==> config.mk <==
export PLATFORM = sky130hd
export DESIGN_NAME = seq_divider
export DESIGN_NICKNAME = d
export VERILOG_FILES = /design/src/rtl/seq_divider.sv
export SDC_FILE = /design/constraint.sdc
export NUM_CORES = 1
export LEC_CHECK = 0
export ABC_CLOCK_PERIOD_IN_PS = 2700
export CAP_MARGIN = 20
export CORE_MARGIN = 8
export CORE_UTILIZATION = 55
export DETAILED_ROUTE_END_ITERATION = 12
export PLACE_DENSITY = 0.87
export SLEW_MARGIN = 20
export SYNTH_ARGS = -nofsm -noshare
export SYNTH_HDL_FRONTEND = slang
export SYNTH_SLANG_ARGS = --single-unit
export TNS_END_PERCENT = 5
==> constraint.sdc <==
create_clock -name clk -period 2.7 [get_ports clk]
set_input_delay 0.81 -clock clk [delete_from_list [all_inputs] [get_ports clk]]
set_output_delay 0.81 -clock clk [all_outputs]
set_load 0.1 [all_outputs]
==> src/rtl/seq_divider.sv <==
// Iterative restoring divider: one quotient bit per clock behind a start/done
// handshake, with a division-by-zero flag and data-independent latency.
module seq_divider #(
    parameter int N = 6,
    parameter int M = 3
) (
    input  logic         clk,
    input  logic         rst_n,
    input  logic         start,
    input  logic [N-1:0] dividend,
    input  logic [M-1:0] divisor,
    output logic         ready,
    output logic         busy,
    output logic         done,
    output logic [N-1:0] quotient,
    output logic [M-1:0] remainder,
    output logic         div_zero
);

    localparam int CW = (N > 1) ? $clog2(N) : 1;
    localparam logic [CW-1:0] CNT_LAST = CW'(N - 1);
    localparam logic [CW-1:0] CNT_ONE  = CW'(1);
    localparam logic [CW-1:0] CNT_ZERO = CW'(0);

    typedef enum logic [1:0] {
        S_IDLE = 2'd0,
        S_CALC = 2'd1,
        S_DONE = 2'd2
    } state_t;

    state_t        state_q, state_d;
    logic [N-1:0]  d_q, d_d;
    logic [M-1:0]  v_q, v_d;
    logic [M:0]    p_q, p_d;
    logic [N-1:0]  q_q, q_d;
    logic [CW-1:0] count_q, count_d;
    logic          dz_q, dz_d;
    logic [N-1:0]  quotient_q, quotient_d;
    logic [M-1:0]  remainder_q, remainder_d;
    logic          div_zero_q, div_zero_d;

    logic          accept_s;
    logic [M:0]    t_s;
    logic [M:0]    diff_s;
    logic          qbit_s;
    logic [M:0]    p_next_s;
    logic [N-1:0]  q_next_s;

    // State and datapath registers
    always_ff @(posedge clk or negedge rst_n) begin
        if (!rst_n) begin
            state_q     <= S_IDLE;
            d_q         <= {N{1'b0}};
            v_q         <= {M{1'b0}};
            p_q         <= {(M+1){1'b0}};
            q_q         <= {N{1'b0}};
            count_q     <= CNT_ZERO;
            dz_q        <= 1'b0;
            quotient_q  <= {N{1'b0}};
            remainder_q <= {M{1'b0}};
            div_zero_q  <= 1'b0;
        end else begin
            state_q     <= state_d;
            d_q         <= d_d;
            v_q         <= v_d;
            p_q         <= p_d;
            q_q         <= q_d;
            count_q     <= count_d;
            dz_q        <= dz_d;
            quotient_q  <= quotient_d;
            remainder_q <= remainder_d;
            div_zero_q  <= div_zero_d;
        end
    end

    // Next-state logic
    always_comb begin
        state_d = state_q;
        case (state_q)
            S_IDLE: begin
                if (start) state_d = S_CALC;
                else       state_d = S_IDLE;
            end
            S_CALC: begin
                if (count_q == CNT_ZERO) state_d = S_DONE;
                else                     state_d = S_CALC;
            end
            S_DONE: begin
                if (start) state_d = S_CALC;
                else       state_d = S_IDLE;
            end
            default: state_d = S_IDLE;
        endcase
    end

    // One restoring step; a zero divisor forces every trial subtraction to fail
    always_comb begin
        accept_s = start && ((state_q == S_IDLE) || (state_q == S_DONE));
        t_s      = {p_q[M-1:0], d_q[N-1]};
        diff_s   = t_s - {1'b0, v_q};
        qbit_s   = !dz_q && (t_s >= {1'b0, v_q});
        p_next_s = qbit_s ? diff_s : t_s;
        q_next_s = {q_q[N-2:0], qbit_s};
    end

    // Datapath updates: operand capture on accept, iteration in CALC
    always_comb begin
        d_d         = d_q;
        v_d         = v_q;
        p_d         = p_q;
        q_d         = q_q;
        count_d     = count_q;
        dz_d        = dz_q;
        quotient_d  = quotient_q;
        remainder_d = remainder_q;
        div_zero_d  = div_zero_q;
        if (accept_s) begin
            d_d         = dividend;
            v_d         = divisor;
            p_d         = {(M+1){1'b0}};
            q_d         = {N{1'b0}};
            count_d     = CNT_LAST;
            dz_d        = (divisor == {M{1'b0}});
            quotient_d  = {N{1'b0}};
            remainder_d = {M{1'b0}};
            div_zero_d  = 1'b0;
        end else if (state_q == S_CALC) begin
            d_d = {d_q[N-2:0], 1'b0};
            p_d = p_next_s;
            q_d = q_next_s;
            if (count_q == CNT_ZERO) begin
                count_d = CNT_ZERO;
                if (dz_q) begin
                    quotient_d  = {N{1'b1}};
                    remainder_d = {M{1'b0}};
                    div_zero_d  = 1'b1;
                end else begin
                    quotient_d  = q_next_s;
                    remainder_d = p_next_s[M-1:0];
                    div_zero_d  = 1'b0;
                end
            end else begin
                count_d = count_q - CNT_ONE;
            end
        end else begin
            count_d = count_q;
        end
    end

    // Outputs decoded from registered state and result registers
    always_comb begin
        ready     = (state_q != S_CALC);
        busy      = (state_q == S_CALC);
        done      = (state_q == S_DONE);
        quotient  = quotient_q;
        remainder = remainder_q;
        div_zero  = div_zero_q;
    end

endmodule

==> flow_metrics.tcl <==
set metrics [dict create \
    cp_data_arrival_time_ns 1.40 \
    first_iter_violations 71 \
    status "complete, no violations" \
    critPathMaxFanout 19 \
    dp_slack_ns 0.420 \
    syn_to_final_growth_pct 20.4 \
    ctsHoldBuffers 0 \
    die_area_um2 4750 \
    drt_wl_total_mm 3.32 \
    grt_first_pass_wirelength_mm 5.46 \
    finalHoldViolations 0 \
    synth_top_area_share_pct 53.7 \
    ant_nets 0 \
    port_buffers 24 \
    crit_buf_inv 2 \
    clock.fmax_mhz 452 \
    synth_area_leaders "dfrtp_1 54%, a22o_1 4.6%, nand2_1 4.4%" \
    clock_path_buffers 2 \
    synthArstFlopShare_pct 100 \
    setup_violations 0 \
    grt_overflow 0 \
    rsz0062_at_grt "no" \
    cts_made_buffers 5 \
    synth_seq_cells 33 \
    cp-start-kind "flop" \
    synth_cell_types 34 \
    io_pins 25 \
    track_usage_pct 15.8 \
    syn_inst 142 \
    slowest_stage "dfrtp_1" \
    die_y_um 68.9 \
    synth_most_common_cell "dfrtp_1" \
    post-route-period-util_pct 82.0 \
    timing.hold.ws_ns 0.509 \
    cp.required_ns 1.89 \
    grt_max_degree 34 \
    synth_top_cell_by_area "dfrtp_1" \
    clock-sinks 33 \
    max-cap-violations 0 \
    seq_area_frac_synth_pct 53.7 \
    globalplace.congestion 0.776 \
    synth_nets 160 \
    tightest_slew_ns 0.726 \
    fp.dieW_um 68.9 \
    dp_hpwl_mm 2.43 \
    drc_errors 0 \
    synth_common_cells "33 x dfrtp_1, 18 x nand2_1, 9 x inv_1, 9 x nor2_1, 8 x a22o_1" \
    start_util_pct 56.8 \
    cts-root-buf "clkbuf_4" \
    antenna_cells 0 \
    critical_path.cell_chain "nand2b_1 > inv_4 > buf_12" \
    cts_resized 0 \
    synthFlopType "dfrtp_1" \
    ys_warn_count 0 \
    final_area_um2 1850 \
    criticalPathCategory "flop to primary output" \
    tns_ns 0 \
    slew_violations 0 \
    rows 19 \
    finalCriticalPeriod_ns 2.21 \
    relSlewSlack_pct 51.4 \
    path_clk_slew_ns 0.10 \
    hold_path_class "flop to flop" \
    via_per_inst 5.73 \
    cts_setup_buffers 0 \
    vias 1145 \
    dr.pass1.iters 4 \
    worstSetupEndpointType "primary output" \
    worst_path_largest_cell_delay_ns 0.42 \
    grt_pass1_vias 1154 \
    wl_per_cell_um 16.6 \
    core_um2 2710 \
    synth.avg_cell_area_um2 10.8 \
    antenna_found_initial 0 \
    crit_family "buffers and inverters" \
    insertion_delay_ns 0.34 \
    tritoncts "done" \
    post_dp_cell_area_um2 1780 \
    fin_worst_skew_ns 0.00674 \
    nets 186 \
    final_layout_size_suffix_gt1_share_pct 18.9 \
    htreeDepth 2 \
    timing.final.ws_setup_ns 0.486 \
    syn_area_um2 1540 \
    synth_edf_count 0 \
]
layout by cell type (no fill, tap or decap), types with 2 or more instances in the layout:
| master | instances |
|---|---|
| nor3_1 | 3 |
| clkbuf_4 | 5 |
| a22oi_1 | 3 |
| mux2i_1 | 3 |
| inv_1 | 9 |
| nand3_1 | 5 |
| buf_12 | 2 |
| nand2_1 | 18 |
| nand2b_1 | 2 |
| ha_1 | 5 |
| buf_4 | 14 |
| o21ai_0 | 4 |
| o31ai_1 | 3 |
| a21oi_1 | 4 |
| nand3_2 | 2 |
| o21ai_1 | 5 |
| a32o_1 | 3 |
| nor2b_1 | 2 |
| dfrtp_1 | 33 |
| clkdlybuf4s50_1 | 11 |
| o211ai_1 | 2 |
| a22o_1 | 8 |
| nor2_1 | 9 |
| clkbuf_8 | 2 |
final timing paths:
check,from,endpoint,slack (ns),cells past startpoint
worst max-delay path,state_q[1],busy,0.49,3
worst min-delay path,v_q[0],v_q[0],0.51,2
worst max register to register,d_q[5],remainder[1],0.69,8
worst min register to register,v_q[0],v_q[0],0.51,2
max in group asynchronous,rst_n,quotient[4],1.55,2
min in group asynchronous,rst_n,v_q[1],0.86,2
metrics by stage:
stage,utilization (%),std cells
detailed placement,65.8,192
finish,68.4,200
floorplan,-,142
global placement,65.8,192
CTS,68.4,200
global route,68.4,200
cells by family after synthesis:
| family | share of synthesized area, % |
|---|---|
| compound gates | 19.2 |
| mux | 2.68 |
| flops | 53.7 |
| fa+ha+maj | 5.37 |
| buf+inv | 5.85 |
| simple gates | 13.3 |
state kept, by name (all words and copies together), names as in the netlist:
| signal | flops |
|---|---|
| d_q | 6 |
| dz_q | 1 |
| q_q | 5 |
| count_q | 3 |
| v_q | 3 |
| div_zero | 1 |
| state_q | 2 |
| p_q | 3 |
| remainder | 3 |
| quotient | 6 |
worst reg2reg max path, cell delays in order, from the launching register on:
cell	delay (ns)
dfrtp_1	0.37
inv_1	0.11
ha_1	0.16
inv_1	0.05
fa_1	0.41
nand2_1	0.17
nand3_2	0.15
mux2_2	0.29
a32o_1	0.21
area by class of cell:
class | count | area (um2)
Clock buffer | 7 | 65.1
Sequential cell | 33 | 826
Fill cell | 220 | 857
Multi-Input combinational cell | 91 | 623
Tap cell | 31 | 38.8
Timing Repair Buffer | 27 | 255
Clock inverter | 1 | 5.00
Inverter | 10 | 40.0
metal layers:
metal | track usage, % | vias up | wire (um)
met4 | 7.77 | 0 | 75
li1 | - | 553 | -
met1 | 17.4 | 549 | 1340
met5 | 0 | - | 0
met3 | 5.33 | 9 | 198
met2 | 26.7 | 34 | 1710
Power is not shown: default switching activity piles up to over one toggle a cycle in this logic, so the estimate is an artifact.
